**src/rtl/edge_event_scheduler_pkg.sv**
```systemverilog
// Shared constants for the edge event scheduler: default channel count,
// index width and the presenter state encoding.
package edge_event_scheduler_pkg;

    localparam int NCH_DEF = 4;
    localparam int CHW_DEF = $clog2(NCH_DEF);

    typedef enum logic {
        ST_IDLE    = 1'b0,
        ST_PRESENT = 1'b1
    } state_t;

endpackage

```
**src/rtl/edge_event_scheduler_rr_arbiter.sv**
```systemverilog
// Combinational round-robin picker: first requesting channel strictly after
// last_grant, wrapping through NCH-1 back to 0 (last_grant itself is last).
module rr_arbiter
    import edge_event_scheduler_pkg::*;
#(
    parameter int NCH = NCH_DEF,
    parameter int CHW = $clog2(NCH)
) (
    input  logic [NCH-1:0] req,
    input  logic [CHW-1:0] last_grant,
    output logic           grant_valid,
    output logic [CHW-1:0] grant_idx
);

    logic [CHW-1:0] w_cand;

    // Walk offsets from farthest to nearest so the nearest requester wins;
    // NCH is a power of two, so index arithmetic wraps naturally.
    always_comb begin
        grant_valid = 1'b0;
        grant_idx   = '0;
        w_cand      = '0;
        for (int k = NCH; k >= 1; k--) begin
            w_cand = last_grant + CHW'(k);
            if (req[w_cand]) begin
                grant_valid = 1'b1;
                grant_idx   = w_cand;
            end
        end
    end

endmodule

```
**src/rtl/edge_event_scheduler.sv**
```systemverilog
// Collects per-channel rising/falling edge pulses into pending bits and
// presents them one at a time on a valid/ready port in round-robin order.
module edge_event_scheduler
    import edge_event_scheduler_pkg::*;
#(
    parameter int NCH = NCH_DEF,
    parameter int CHW = $clog2(NCH)
) (
    input  logic           clk,
    input  logic           reset,
    input  logic [NCH-1:0] posedge_in,
    input  logic [NCH-1:0] negedge_in,
    output logic           event_valid,
    input  logic           event_ready,
    output logic [CHW-1:0] event_chan,
    output logic           event_rising,
    output logic [NCH-1:0] overflow,
    input  logic           overflow_clr,
    output logic           busy
);

    state_t         r_state;
    state_t         w_state_nxt;
    logic [NCH-1:0] r_pend_rise, r_pend_fall, r_order, r_overflow;
    logic [CHW-1:0] r_last_grant, r_chan;
    logic           r_rising;

    logic [NCH-1:0] w_req, w_clr_rise, w_clr_fall, w_kept_rise, w_kept_fall;
    logic [NCH-1:0] w_order_nxt, w_ovf_set;
    logic           w_gv, w_load, w_sel_rise;
    logic [CHW-1:0] w_gidx;

    assign w_req = r_pend_rise | r_pend_fall;

    rr_arbiter #(.NCH(NCH), .CHW(CHW)) u_arb (
        .req        (w_req),
        .last_grant (r_last_grant),
        .grant_valid(w_gv),
        .grant_idx  (w_gidx)
    );

    // r_order[i] = 1 means the rise edge arrived first (or tied).
    assign w_sel_rise = (r_pend_rise[w_gidx] && r_pend_fall[w_gidx]) ?
                        r_order[w_gidx] : r_pend_rise[w_gidx];

    always_comb begin
        w_state_nxt = r_state;
        w_load      = 1'b0;
        case (r_state)
            ST_IDLE: begin
                if (w_gv) begin
                    w_load      = 1'b1;
                    w_state_nxt = ST_PRESENT;
                end
            end
            ST_PRESENT: begin
                if (event_ready) begin
                    if (w_gv) w_load = 1'b1;
                    else      w_state_nxt = ST_IDLE;
                end
            end
            default: w_state_nxt = ST_IDLE;
        endcase
    end

    assign w_clr_rise  = (w_load &&  w_sel_rise) ? (NCH'(1) << w_gidx) : '0;
    assign w_clr_fall  = (w_load && !w_sel_rise) ? (NCH'(1) << w_gidx) : '0;
    assign w_kept_rise = r_pend_rise & ~w_clr_rise;
    assign w_kept_fall = r_pend_fall & ~w_clr_fall;
    assign w_ovf_set   = (w_kept_rise & posedge_in) | (w_kept_fall & negedge_in);

    // A surviving bit is older than a newly arriving one; simultaneous arrivals favour rise.
    always_comb begin
        w_order_nxt = r_order;
        for (int i = 0; i < NCH; i++) begin
            if (!(w_kept_rise[i] && w_kept_fall[i]))
                w_order_nxt[i] = w_kept_rise[i] || !w_kept_fall[i];
        end
    end

    always_ff @(posedge clk or posedge reset) begin
        if (reset) begin
            r_state      <= ST_IDLE;
            r_pend_rise  <= '0;
            r_pend_fall  <= '0;
            r_order      <= '0;
            r_overflow   <= '0;
            r_chan       <= '0;
            r_rising     <= 1'b0;
            r_last_grant <= CHW'(NCH - 1);
        end else begin
            r_state     <= w_state_nxt;
            r_pend_rise <= w_kept_rise | posedge_in;
            r_pend_fall <= w_kept_fall | negedge_in;
            r_order     <= w_order_nxt;
            r_overflow  <= (overflow_clr ? '0 : r_overflow) | w_ovf_set;
            if (w_load) begin
                r_chan       <= w_gidx;
                r_rising     <= w_sel_rise;
                r_last_grant <= w_gidx;
            end
        end
    end

    assign event_valid  = (r_state == ST_PRESENT);
    assign event_chan   = r_chan;
    assign event_rising = r_rising;
    assign overflow     = r_overflow;
    assign busy         = event_valid | (|w_req);

endmodule

```
**config.mk**
```make
export PLATFORM = sky130hd
export DESIGN_NAME = edge_event_scheduler
export DESIGN_NICKNAME = d
export VERILOG_FILES = /design/src/rtl/edge_event_scheduler_pkg.sv /design/src/rtl/edge_event_scheduler_rr_arbiter.sv /design/src/rtl/edge_event_scheduler.sv
export SDC_FILE = /design/constraint.sdc
export NUM_CORES = 1
export LEC_CHECK = 0
export ABC_CLOCK_PERIOD_IN_PS = 3300
export CAP_MARGIN = 25
export CORE_ASPECT_RATIO = 1.25
export CORE_MARGIN = 5
export CORE_UTILIZATION = 45
export DETAILED_ROUTE_END_ITERATION = 10
export PLACE_DENSITY_LB_ADDON = 0.08
export SYNTH_ARGS = -nofsm -noshare
export SYNTH_HDL_FRONTEND = slang
export SYNTH_SLANG_ARGS = --single-unit
```
**constraint.sdc**
```tcl
create_clock -name clk -period 3.3 [get_ports clk]
set_clock_uncertainty 0.15 [all_clocks]
set_input_delay 0.33 -clock clk [delete_from_list [all_inputs] [get_ports clk]]
set_output_delay 0.33 -clock clk [all_outputs]
set_load 0.05 [all_outputs]
```
# Yosys cells after proc, flatten, opt, wreduce, memory -nomap -nowiden
# Cells that the tools add are included.
# classes
add_sub_neg,3
magnitude_cmp,5
shift,1
mux,31
n_bitwise,13
n_reduce_logical,17
# ops
op,n
$or 4x4->4,5
$and 4x4->4,4
$lt 2x3->1 const B,5
$mux 1,15
$bmux 1 s2,7
$mux 4,3
$mux 2,4
$not 4->4,2
$logic_and 1x1->1,7
$logic_not 1->1,5
$add 2x2->2 const B,2
$logic_or 1x1->1,4
$pmux 1 s2,2
$reduce_or 4->1,1
$shl 1x2->4 const A,1
$add 2x1->2 const B,1
$not 1->1,1
$or 1x1->1,1
# word_totals
reg_bits,22
in_bits,12
output_inout_bits,9
elab_cells,81

# Depth between registers and ports, before layout
# depth
word_depth,19
mapped_depth,11
ltp_nobuf,8

# Cells and area by module
# Synthesis repeated with hierarchy kept, for this count alone.
# hier_totals
hier_cells,130
hier_area_um2,1278.7
# modules_own_cells
module,n_inst,cells_each,area_per_inst_um2,seq_area_each_um2
edge_event_scheduler,1,116,1187.4,553.0
rr_arbiter,1,14,91.3,0.0

# Worst setup path before layout
# Ideal clock, no wire load.
# synth_timing
path_kind,flip-flop to flip-flop
start,register r_pend_rise[0]
end,register r_pend_fall[3]
setup_ns,0.118
arrival_time_ns,2.557
t_required_ns,3.032
slack_ns,0.475
path_stages_with_launch,11
path_buffers,2
period_less_slack_ns,2.825
path_cell_list,dfrtp_1 > or2_2 > buf_2 > o22ai_1 > a22o_1 > mux4_2 > nand2_1 > o211ai_2 > buf_2 > a21o_1 > a21o_1
# synth_via
elab_chain_cells,17
elab_cells_between_ends,35
classes_between,shift (1); mux (27); bitwise (4); reduce/logical (3)
# synth_rtl
element,line,source
from (decl),edge_event_scheduler.sv:24,"logic [NCH-1:0] r_pend_rise, r_pend_fall, r_order, r_overflow;"
from (signal assigned),edge_event_scheduler.sv:93,r_pend_rise <= w_kept_rise | posedge_in;
$or 4x4->4,edge_event_scheduler.sv:33,assign w_req = r_pend_rise | r_pend_fall;
$bmux 1 s2,edge_event_scheduler_rr_arbiter.sv:25,if (req[w_cand]) begin
$mux 1 (implied by the code),edge_event_scheduler_rr_arbiter.sv:25,
$mux 2 (4 in series),edge_event_scheduler_rr_arbiter.sv:25,
"$bmux 1 s2, on equally long branches","edge_event_scheduler.sv:43, edge_event_scheduler.sv:44",
"$mux 1, on equally long branches","edge_event_scheduler.sv:43, edge_event_scheduler.sv:44",
$logic_and 1x1->1,edge_event_scheduler.sv:43,assign w_sel_rise = (r_pend_rise[w_gidx] && r_pend_fall[w_gidx]) ?
$mux 1,edge_event_scheduler.sv:43,
$logic_not 1->1,edge_event_scheduler.sv:67,assign w_clr_fall = (w_load && !w_sel_rise) ? (NCH'(1) << w_gidx) : '0;
$logic_and 1x1->1,edge_event_scheduler.sv:67,
$mux 4 (*),edge_event_scheduler.sv:67,
$not 4->4 (*),edge_event_scheduler.sv:69,assign w_kept_fall = r_pend_fall & ~w_clr_fall;
$and 4x4->4 (*),edge_event_scheduler.sv:69,
$or 4x4->4 (*),edge_event_scheduler.sv:94,r_pend_fall <= w_kept_fall | negedge_in;
to (signal assigned),edge_event_scheduler.sv:94,
to (decl),edge_event_scheduler.sv:24,
# Every way passes the cells marked *; elsewhere a longest branch is shown, timed or not. The select of a mux whose other input is x is not followed.
# A chain may end at the register's enable or synchronous reset.

# Worst setup path in the final report
# layout_timing
start,register r_pend_rise[0]
end,register r_rising (netlist: event_rising)
# layout_via
elab_chain_cells,11
elab_cells_between_ends,28
classes_between,mux (26); bitwise (1); reduce/logical (1)
# layout_rtl
element,line,source
$or 4x4->4,edge_event_scheduler.sv:33,
$bmux 1 s2,edge_event_scheduler_rr_arbiter.sv:25,
$mux 1 (implied by the code),edge_event_scheduler_rr_arbiter.sv:25,
$mux 2 (4 in series),edge_event_scheduler_rr_arbiter.sv:25,
"$bmux 1 s2, on equally long branches","edge_event_scheduler.sv:43, edge_event_scheduler.sv:44",
"$mux 1, on equally long branches","edge_event_scheduler.sv:43, edge_event_scheduler.sv:44",
$logic_and 1x1->1,edge_event_scheduler.sv:43,
$mux 1,edge_event_scheduler.sv:43,
to (signal assigned),edge_event_scheduler.sv:99,r_rising <= w_sel_rise;
to (decl),edge_event_scheduler.sv:26,logic r_rising;
# Several ways; a longest one is shown, not always the timed one. The select of a mux whose other input is x is not followed.

==> metrics.cfg <==
[status]
outcome = completed

[die]
die_x_um = 61.5
start_util_pct = 46.7
die_h_um = 74.4
io_pins = 21
core_area_um2 = 3190
die_area_um2 = 4580
rows = 23

[critical_path]
cp.arrival_ns = 3.10
critical_path.max_fanout = 14
worst_ep_required_time_ns = 3.30
r2r_slack_ns = 0.20
worstSetupEndpointType = register
r2r_cells = 8
worstSetupPathType = register to register
start_kind = register
r2r_start = r_pend_rise[0]$_DFF_PP0_
timing.rr.end = event_rising$_DFFE_PP0P_

[timing]
slew-limit-headroom_pct = 43.3
rsz0062_at_grt = no
tightest_slew_ns = 0.849
finalSetupTns_ns = 0
min_period_over_period_pct = 94.0
setup_viol = 0
finalMaxSlewViolations = 0
hold_violations = 0
max_freq_mhz = 322
layout_min_cycle_time_ns = 3.10

[global_routing]
antenna_found_initial = 0
grt_max_degree = 23
track_usage_pct = 17.6
grt_pass1_vias = 1268
grt_pass1_wl_um = 6100
grt-ovfl-total = 0

[final_layout]
finalNetCount = 190
n_antenna_cell = 0
final_common_cell = dfrtp_1
area_delta_synth_final_pct = 19.3
layout-drive-gt1-share_pct = 15.8
final_core_util_pct = 55.7
final_cell_mix = 20 x dfrtp_1, 19 x clkdlybuf4s50_1, 16 x nand2_1
instances_no_fill = 214

[synth]
synth_cell_types = 49
syn_nets = 168
seq_area_frac_synth_pct = 37.0
ys.flop_type = dfrtp_1
ys_async_sr_fraction_pct = 100
synth.avg_cell_area_um2 = 9.57
syn_area_um2 = 1490
synth_edf_count = 0
synthCells = 156
synth_seq_cells = 22
yosysWarningCount = 0

[pwr]
peakVddDrop_v = 0.000417
power.density_nw_per_um2 = 645
p_leak_nw = 0.716
total_power_mw = 1.15

[placed_design]
dp_hpwl_um = 2800
port_buffers = 20
gp_congestion = 0.803
dp_cells = 210

[clock_network]
cts.sinks = 22
cts-htree-levels = 1
clock_path_buffers = 2
cts_tree = built
cts_root_buf = clkbuf_8
numCtsBuffers = 3
path_clk_slew_ns = 0.07
clock_latency_ns = 0.27
ctsHoldBuffers = 0

[route]
dr.pass1.iters = 5
vias = 1318
initialDrtViolationCount = 64
detail_route.wirelength_um = 3800
drc = 0
ant_nets = 0
wl_per_cell_um = 17.8
vias_per_cell = 6.16

[min_path]
min_from = event_chan[0]$_DFFE_PP0P_
whs_path_depth = 1
min_path_type = register to register
hold_end = event_chan[0]$_DFFE_PP0P_

[run]
maxCapViolations = 0

## cell type report
cell class,count,area [um2]
Timing Repair Buffer,27,251
Clock buffer,4,45.0
Tap cell,37,46.3
Fill cell,298,1410
Inverter,10,37.5
Multi-Input combinational cell,114,847
Sequential cell,22,553
## synth_stat cells (4+ instances only)
library cell / instances / area, um2
a21o_1: 6 / 45.0
buf_2: 4 / 20.0
nor2_1: 6 / 22.5
nand3_1: 9 / 45.0
dfrtp_1: 20 / 500
a21oi_1: 7 / 35.0
or2_2: 4 / 25.0
inv_1: 10 / 37.5
o21ai_0: 5 / 25.0
nand2_1: 16 / 60.1
o21bai_1: 4 / 30.0
and2_1: 4 / 25.0
mux2i_1: 6 / 60.1
## stage by stage
step	hold slack, ns	worst slack, ns	instance area, um2
floorplan	0.168	0.475	1490
global placement	0.322	0.263	1730
detailed placement	0.327	0.181	1730
CTS	0.351	0.167	1770
global route	0.376	0.0196	1780
finish	0.344	0.197	1780
## per-layer routing
layer	share of wire [%]	wire (um)	track usage, %	up-vias
met4	1.8	68	5.42	0
li1	-	-	-	627
met3	4.6	176	2.43	6
met1	45	1700	24.7	633
met2	49	1860	27.9	52
met5	0	0	0	-
## state kept, by name, indices dropped and copies added, names as in the netlist
| name | flops |
|---|---|
| event_valid | 1 |
| r_order | 4 |
| overflow | 4 |
| event_rising | 1 |
| r_pend_rise | 4 |
| event_chan | 2 |
| r_last_grant | 2 |
| r_pend_fall | 4 |
## report_power, final
| part | switching [mW] | leakage, nW | internal, mW |
|---|---|---|---|
| registers | 0.0662 | 0.224 | 0.342 |
| logic | 0.332 | 0.469 | 0.231 |
| clock network | 0.0905 | 0.0228 | 0.0863 |
## kinds of logic after synthesis
kind of cell | synth area share (%)
simple gates | 19.5
compound gates | 30.3
flops | 37.0
buf+inv | 6.87
mux | 6.29
## worst max path at each step
stage	endpoint	depth (start not counted)	start
after floorplan	r_pend_fall[3]$_DFF_PP0_	10	r_pend_rise[0]$_DFF_PP0_
after global placement	busy	4	r_pend_rise[0]$_DFF_PP0_
after detailed placement	event_rising$_DFFE_PP0P_	8	r_pend_rise[0]$_DFF_PP0_
after CTS	event_rising$_DFFE_PP0P_	8	r_pend_rise[0]$_DFF_PP0_
after global routing	event_rising$_DFFE_PP0P_	8	r_pend_rise[0]$_DFF_PP0_
final	event_rising$_DFFE_PP0P_	8	r_pend_rise[0]$_DFF_PP0_
## worst max-delay path, cell delays in order (launching register included)
cell      delay (ns)
dfrtp_1         0.49
or2_2           0.41
nor2_1          0.27
a22o_1          0.24
mux4_2          0.50
nand2_1         0.09
o211ai_2        0.28
and2_1          0.29
mux2_2          0.27
## what timing repair did
| item | in CTS | in global routing |
|---|---|---|
| setup buffers | 0 | 0 |
| endpoints found under the setup margin | 1 | 3 |
| gates resized for setup | 1 | 2 |
Power figures use the tool's default switching activity.
